File: config.mk
export PLATFORM = sky130hd
export DESIGN_NAME = trace_fifo_flat
export DESIGN_NICKNAME = d
export VERILOG_FILES = /design/src/rtl/trace_fifo_if.sv /design/src/rtl/trace_fifo.sv /design/src/flat_wrapper.sv
export SDC_FILE = /design/constraint.sdc
export NUM_CORES = 1
export LEC_CHECK = 0
export BUFFER_PORTS_ARGS = -buffer_cell sky130_fd_sc_hd__buf_2
export CORE_MARGIN = 2
export CORE_UTILIZATION = 40
export DETAILED_ROUTE_END_ITERATION = 16
export PLACE_DENSITY = 0.63
export SYNTH_ARGS = -nofsm -noshare
export SYNTH_HDL_FRONTEND = slang
export SYNTH_SLANG_ARGS = --single-unit
File: constraint.sdc
create_clock -name clk -period 9.3 [get_ports clk]
set_input_delay 1.395 -clock clk [delete_from_list [all_inputs] [get_ports clk]]
set_output_delay 1.395 -clock clk [all_outputs]
set_load 0.05 [all_outputs]
File: src/rtl/trace_fifo_if.sv
// trace_fifo_if: capture, consumer and status signals of the trace FIFO.
//   master drives en/clear/pc_in/instr_in/out_ready; slave (the FIFO) drives
//   out_valid/out_pc/out_instr/count/overflow/dropped_cnt/state.
interface trace_fifo_if #(parameter int DEPTH = 16) ();
  localparam int CW = $clog2(DEPTH) + 1;
  logic en, clear, out_ready, out_valid, overflow;
  logic [31:0] pc_in, instr_in, out_pc, out_instr;
  logic [CW-1:0] count;
  logic [15:0] dropped_cnt;
  logic [1:0] state;
  modport master (
    output en, clear, pc_in, instr_in, out_ready,
    input out_valid, out_pc, out_instr, count, overflow, dropped_cnt, state
  );
  modport slave (
    input en, clear, pc_in, instr_in, out_ready,
    output out_valid, out_pc, out_instr, count, overflow, dropped_cnt, state
  );
endinterface

File: src/rtl/trace_fifo.sv
// trace_fifo: circular buffer of retired {pc, instr} pairs with drop accounting.
//   clk, rst_n (sync, active-low) plain ports; bus carries capture inputs,
//   head entry with valid/ready, count, sticky overflow, dropped_cnt, state.
module trace_fifo #(
  parameter int DEPTH        = 16,
  parameter bit STOP_ON_FULL = 1'b1
) (
  input  logic         clk,
  input  logic         rst_n,
  trace_fifo_if.slave  bus
);
  localparam int AW = $clog2(DEPTH);
  localparam logic [AW:0] FULL = (AW+1)'(DEPTH);
  typedef enum logic [1:0] {IDLE = 2'b00, RUN = 2'b01, FROZEN = 2'b10} state_e;
  state_e state_q, state_d;
  logic [63:0] mem [DEPTH];
  logic [AW-1:0] wptr_q, wptr_d, rptr_q, rptr_d;
  logic [AW:0] count_q, count_d;
  logic [15:0] dropped_q, dropped_d;
  logic overflow_q, overflow_d, cap, pop, push, drop;
  assign cap  = bus.en & ~bus.clear & (state_q != FROZEN);
  assign pop  = (count_q != '0) & bus.out_ready & ~bus.clear;
  // a full buffer still accepts a capture when the head leaves in the same cycle
  assign push = cap & ((count_q != FULL) | pop);
  assign drop = cap & (count_q == FULL) & ~pop;
  always_comb begin
    wptr_d     = bus.clear ? '0 : wptr_q + AW'(push);
    rptr_d     = bus.clear ? '0 : rptr_q + AW'(pop);
    count_d    = bus.clear ? '0 : count_q + (AW+1)'(push) - (AW+1)'(pop);
    overflow_d = ~bus.clear & (overflow_q | drop);
    dropped_d  = bus.clear ? '0 : dropped_q + 16'(drop & ~&dropped_q);
    state_d    = bus.clear ? IDLE :
                 state_q == IDLE ? (bus.en ? RUN : IDLE) :
                 state_q == RUN ? (!bus.en ? IDLE : (drop && STOP_ON_FULL) ? FROZEN : RUN) :
                 state_q;
  end
  always_ff @(posedge clk) begin
    if (!rst_n) begin
      wptr_q     <= '0;
      rptr_q     <= '0;
      count_q    <= '0;
      overflow_q <= 1'b0;
      dropped_q  <= '0;
      state_q    <= IDLE;
    end else begin
      wptr_q     <= wptr_d;
      rptr_q     <= rptr_d;
      count_q    <= count_d;
      overflow_q <= overflow_d;
      dropped_q  <= dropped_d;
      state_q    <= state_d;
    end
  end
  always_ff @(posedge clk)
    if (push) mem[wptr_q] <= {bus.pc_in, bus.instr_in};
  assign bus.out_valid   = count_q != '0;
  assign bus.out_pc      = bus.out_valid ? mem[rptr_q][63:32] : '0;
  assign bus.out_instr   = bus.out_valid ? mem[rptr_q][31:0] : '0;
  assign bus.count       = count_q;
  assign bus.overflow    = overflow_q;
  assign bus.dropped_cnt = dropped_q;
  assign bus.state       = state_q;
endmodule

File: src/flat_wrapper.sv
// flat-port wrapper written by rule: the top's interface ports become plain ports
module trace_fifo_flat 
#(
  parameter int DEPTH        = 16,
  parameter bit STOP_ON_FULL = 1'b1
)
  (clk, rst_n, bus_en, bus_clear, bus_pc_in, bus_instr_in, bus_out_ready, bus_out_valid, bus_out_pc, bus_out_instr, bus_count, bus_overflow, bus_dropped_cnt, bus_state);
  trace_fifo_if #(.DEPTH(DEPTH)) bus_i ();
  input  logic clk;
  input  logic rst_n;
  input wire logic [$bits(bus_i.en)-1:0] bus_en;
  input wire logic [$bits(bus_i.clear)-1:0] bus_clear;
  input wire logic [$bits(bus_i.pc_in)-1:0] bus_pc_in;
  input wire logic [$bits(bus_i.instr_in)-1:0] bus_instr_in;
  input wire logic [$bits(bus_i.out_ready)-1:0] bus_out_ready;
  output wire logic [$bits(bus_i.out_valid)-1:0] bus_out_valid;
  output wire logic [$bits(bus_i.out_pc)-1:0] bus_out_pc;
  output wire logic [$bits(bus_i.out_instr)-1:0] bus_out_instr;
  output wire logic [$bits(bus_i.count)-1:0] bus_count;
  output wire logic [$bits(bus_i.overflow)-1:0] bus_overflow;
  output wire logic [$bits(bus_i.dropped_cnt)-1:0] bus_dropped_cnt;
  output wire logic [$bits(bus_i.state)-1:0] bus_state;
  assign bus_i.en = bus_en;
  assign bus_i.clear = bus_clear;
  assign bus_i.pc_in = bus_pc_in;
  assign bus_i.instr_in = bus_instr_in;
  assign bus_i.out_ready = bus_out_ready;
  assign bus_out_valid = bus_i.out_valid;
  assign bus_out_pc = bus_i.out_pc;
  assign bus_out_instr = bus_i.out_instr;
  assign bus_count = bus_i.count;
  assign bus_overflow = bus_i.overflow;
  assign bus_dropped_cnt = bus_i.dropped_cnt;
  assign bus_state = bus_i.state;
  trace_fifo #(.DEPTH(DEPTH), .STOP_ON_FULL(STOP_ON_FULL)) u_core (.clk(clk), .rst_n(rst_n), .bus(bus_i));
endmodule
# After elaboration in Yosys (flattened, before gate mapping)
# Memory sizes are Yosys's and may differ from the RTL's. A register that Yosys moved wholly into a read port is not among the register bits.
# Cells that the tools add are included.
# totals
ff_bits	32
ram_bits	1024
in_bits	69
out_inout_bits	89
n_memories	1
# classes
n_addsub	5
n_eq_ne	4
n_mux	10
n_bitwise	14
n_reduce_logical	6
# mem_list
name	words	width	read_ports	rd_ports_with_merged_regs	wr	line_no	text
u_core.mem	16	64	1	1	1	trace_fifo.sv:16	logic [63:0] mem [DEPTH];
# ops
op	count
$mux 32	2
$add 16x16->16	1
$reduce_and 16->1	1
$and 1x1->1	9
$add 4x1->4	2
$mux 2	4
$add 5x1->5	1
$eq 5x5->1 const B	1
$ne 5x5->1 const B	1
$reduce_bool 5->1	1
$sub 5x1->5	1
$mux 4	1
$mux 1	3
$not 1->1	3
$eq 2x1->1 const B	1
$logic_not 2->1	1
$ne 2x2->1 const B	1
$or 1x1->1	2
$reduce_bool 2->1	1
$reduce_or 2->1	1
$logic_not 1->1	1

# Logic depth before layout (Yosys ltp)
# depth
ltp_word	9
ltp_mapped	11

# Least setup slack after synthesis
# No wires, ideal clock.
# synth_path
path_type	in2reg
from	input port bus_clear
to	memory u_core.mem[0][0] (enable)
setup_time_ns	0.565
arrival_ns	6.675
required_time_ns	8.735
slack_ns	2.060
cell_stages	4
path_buffers	0
path_cell_list	nand2b_1 -> a311oi_2 -> or3b_1 -> nor3_1
# synth_between
elab_chain_cells	6
elab_cells_between_ends	8
cone_classes	mux: 2; bitwise: 6
# synth_lines
item	line_no	text
from (decl)	flat_wrapper.sv:12	input wire logic [$bits(bus_i.clear)-1:0] bus_clear;
$not 1->1 (*)	trace_fifo.sv:21, trace_fifo.sv:22	
$and 1x1->1 (on tied branches)	trace_fifo.sv:21, trace_fifo.sv:22	
$and 1x1->1 or $or 1x1->1 (tied branches)	trace_fifo.sv:21, trace_fifo.sv:24	
$and 1x1->1 (*)	trace_fifo.sv:24	assign push = cap & ((count_q != FULL) | pop);
$mux 1 (*)	trace_fifo.sv:55	if (push) mem[wptr_q] <= {bus.pc_in, bus.instr_in};
$mux 1 (implied by the code) (*)	trace_fifo.sv:55	
to (decl)	trace_fifo.sv:16	
# Every way passes the cells marked *; elsewhere a longest branch is shown, timed or not.

==> results.sh <==
export IMPL_avgSynthCellArea_sq_um=22.3
export IMPL_period_minus_slack_ns=5.56
export IMPL_synth_edf_count=1024
export IMPL_crit_family="buffers and inverters"
export IMPL_grtUsageTotal=0.172
export IMPL_hp_class="flip-flop to flip-flop"
export IMPL_clkTransAtPathRegs_ns=0.06
export IMPL_clock_fmax_mhz=180
export IMPL_synthDistinctLibCells=46
export IMPL_slew_violations=0
export IMPL_start_util=0.402
export IMPL_worst_pin_slew_ns=1.10
export IMPL_rsz0062_at_grt="false"
export IMPL_final_core_util=0.461
export IMPL_synth_warnings=0
export IMPL_startpoint_type="flip-flop"
export IMPL_clkSinkCount=1056
export IMPL_finalWirelength_mm=89.3
export IMPL_power_density_nw_per_um2=222
export IMPL_row_count=117
export IMPL_post_route_drc_count=0
export IMPL_peakVddDrop_v=0.000170
export IMPL_die_area_sq_um=104000
export IMPL_drive_above_1_share=0.306
export IMPL_overflow=0
export IMPL_grt_max_degree=159
export IMPL_seqPwrFrac=0.506
export IMPL_via_per_inst=5.46
export IMPL_fill_cells=8288
export IMPL_p_clk_frac=0.421
export IMPL_worstSetupEndpointType="output pin"
export IMPL_nets=2111
export IMPL_gp_congestion=0.708
export IMPL_worst_path_buf_inv=2
export IMPL_most_common_layout_cells="edfxtp_1 (1024), mux4_2 (256), buf_2 (157)"
export IMPL_finalPower_mw=10.4
export IMPL_drv_cap=0
export IMPL_grt_pass1_wl_mm=131
export IMPL_crit_required_ns=7.91
export IMPL_syn_to_final_growth_pct=14.7
export IMPL_synth_main_ff_cell="edfxtp_1"
export IMPL_antenna_found_initial=12
export IMPL_finalSetupViolCount=0
export IMPL_async_flop_share=0
export IMPL_clockBufferDepth=3
export IMPL_final_instance_count_excl_fill=3487
export IMPL_vias=19000
export IMPL_layout_commonest_cell="edfxtp_1"
export IMPL_ios=158
export IMPL_die_height_um=323
export IMPL_p_comb_frac=0.073
export IMPL_yosysTopAreaCellShare=0.754
export IMPL_htree_levels=3
export IMPL_dp_final_hpwl_mm=46.4
export IMPL_cts_setup_buffers=0
export IMPL_switchingPower_mw=2.36
export IMPL_path_cells="buf_12, mux4_2, nor2b_1, a211oi_1, a211oi_1, buf_2"
export IMPL_tritoncts="done"
export IMPL_cellLeakagePower_nw=14.4
export IMPL_wire_per_inst_um=25.6
export IMPL_numCtsBuffers=105
export IMPL_p_int_mw=8.02
export IMPL_first_pass_iters=5
export IMPL_synthCells=1826
export IMPL_syn_cell_area_sq_um=40800
export IMPL_worstSetupPathType="flip-flop to output pin"
export IMPL_slew_headroom=0.266
export IMPL_first_iter_violations=1712
export IMPL_switching_share=0.228
export IMPL_worstPathArrival_ns=4.16
export IMPL_yosysTopAreaCell="edfxtp_1"
export IMPL_die_w_um=323
export IMPL_io_buffer_count=157
export IMPL_grt_pass1_vias=19900
export IMPL_cts_hold_buf=0
export IMPL_worstPathMaxFanout=119
export IMPL_dp_cells=3291
export IMPL_path_common_cell="a211oi_1"
export IMPL_setup_tns_ns=0
export IMPL_yosys_top_cells_area="edfxtp_1 (75%), mux4_2 (14%), a211oi_1 (2.2%), dfxtp_1 (1.6%), mux2i_1 (1.5%)"
export IMPL_skew_ns=0.0334
export IMPL_core_area_sq_um=101000
export IMPL_cp_slowest_cell="dfxtp_4"
export IMPL_status="finished, final reports clean"
export IMPL_ctsResizeCount=0
export IMPL_critPathMaxStageDelay_ns=0.84
export IMPL_synth_seq_cells=1056
export IMPL_ys_seq_area_frac=0.770
export IMPL_ant_nets=0
export IMPL_synth_nets=1907
export IMPL_clockRootBuffer="clkbuf_16"
export IMPL_hold_viol=0
export IMPL_timing_final_crit_share=0.598
export IMPL_insertion_delay_ns=0.69
-- cell usage after synthesis, types with 2 or more instances --
cell type  number
mux4_2        256
or3_1           5
buf_1           2
buf_6          16
buf_2          23
nand4_1         6
ha_1           11
xnor2_1        10
edfxtp_1     1024
nand3b_1        2
a211oi_1      119
nand2b_1        6
nand3_1        10
buf_4          17
a211oi_2        7
xor2_1          8
inv_1           6
nand2_1         8
nor3b_1         2
dfxtp_1        32
nor2b_1        65
nor3_1          7
a21oi_1         8
clkbuf_1       46
and2_1          7
mux2i_1        63
nor2_1         36
o21ai_0         5
nor4_1          2
-- registers in the layout, indices dropped and copies added, names as in the netlist --
name	cells
u_core.mem	1024
u_core.bus.dropped_cnt	16
u_core.bus.count	5
u_core.rptr_q	4
u_core.wptr_q	4
u_core.bus.state	2
u_core.bus.overflow	1
-- worst paths after layout --
| kind | start | to | slack, ns | cells past startpoint |
|---|---|---|---|---|
| worst max-delay path | u_core.rptr_q[0] | bus_out_instr[1] | 3.74 | 6 |
| worst min-delay path | u_core.bus.overflow | u_core.bus.overflow | 0.47 | 2 |
| worst max register to register | u_core.bus.count[2] | u_core.mem[7][52] | 5.21 | 8 |
| worst min register to register | u_core.bus.overflow | u_core.bus.overflow | 0.47 | 2 |
-- worst min-delay path: stages (launching register included) --
cell and delay (ns):
dfxtp_1 0.32, nor2_1 0.05, nor2_1 0.07
-- routing by layer --
layer | vias to the layer above | wire [um] | global-route usage
met4 | 6 | 2170 | 0.0557
met3 | 160 | 4670 | 0.0272
li1 | 8126 | - | -
met5 | - | 41 | 0
met1 | 10200 | 38000 | 0.233
met2 | 514 | 44400 | 0.285
-- per-stage QoR --
stage	cell area (sq um)	hold WS [ns]	setup WS (ns)
floorplan	40800	0.546	2.06
global placement	43100	0.453	4.36
detailed placement	43100	0.461	4.35
CTS	46700	0.475	3.69
global route	46700	0.530	3.54
finish	46700	0.470	3.74
-- cell families (layout without fill, tap and decap cells) --
family,Yosys count,after routing,share of synthesized area
flip-flops,1056,1056,0.770
AO/OA/AOI/OAI,146,146,0.0272
other,0,3,0
adder cells (fa/ha/maj),12,12,0.00387
buffers and inverters,112,402,0.0156
XOR/XNOR,18,18,0.00387
multiplexers,319,319,0.157
AND/OR/NAND/NOR,163,163,0.0223
-- cell type report --
| type | count | area, sq um | share of cell area |
|---|---|---|---|
| inverter | 7 | 26.3 | 0.000562 |
| multi-input combinational | 658 | 8850 | 0.189 |
| tap | 1368 | 1710 | 0.0366 |
| antenna | 3 | 7.51 | 0.000161 |
| clock buffer | 116 | 2710 | 0.0580 |
| sequential | 1056 | 31400 | 0.672 |
| timing repair buffer | 202 | 1150 | 0.0246 |
| clock inverter | 77 | 873 | 0.0187 |
-- power groups by stage --
| stage | combinational (mW) | clock, mW | sequential, mW |
|---|---|---|---|
| 2_1_floorplan | 0.491 | 0 | 5.36 |
| 3_3_place_gp | 0.765 | 0 | 5.35 |
| 3_5_place_dp | 0.773 | 0 | 5.35 |
| 4_1_cts | 0.773 | 4.46 | 5.25 |
| 5_1_grt | 0.804 | 4.64 | 5.25 |
| 6_report | 0.760 | 4.37 | 5.25 |
Note: power is estimated with default switching activity, not from simulation.
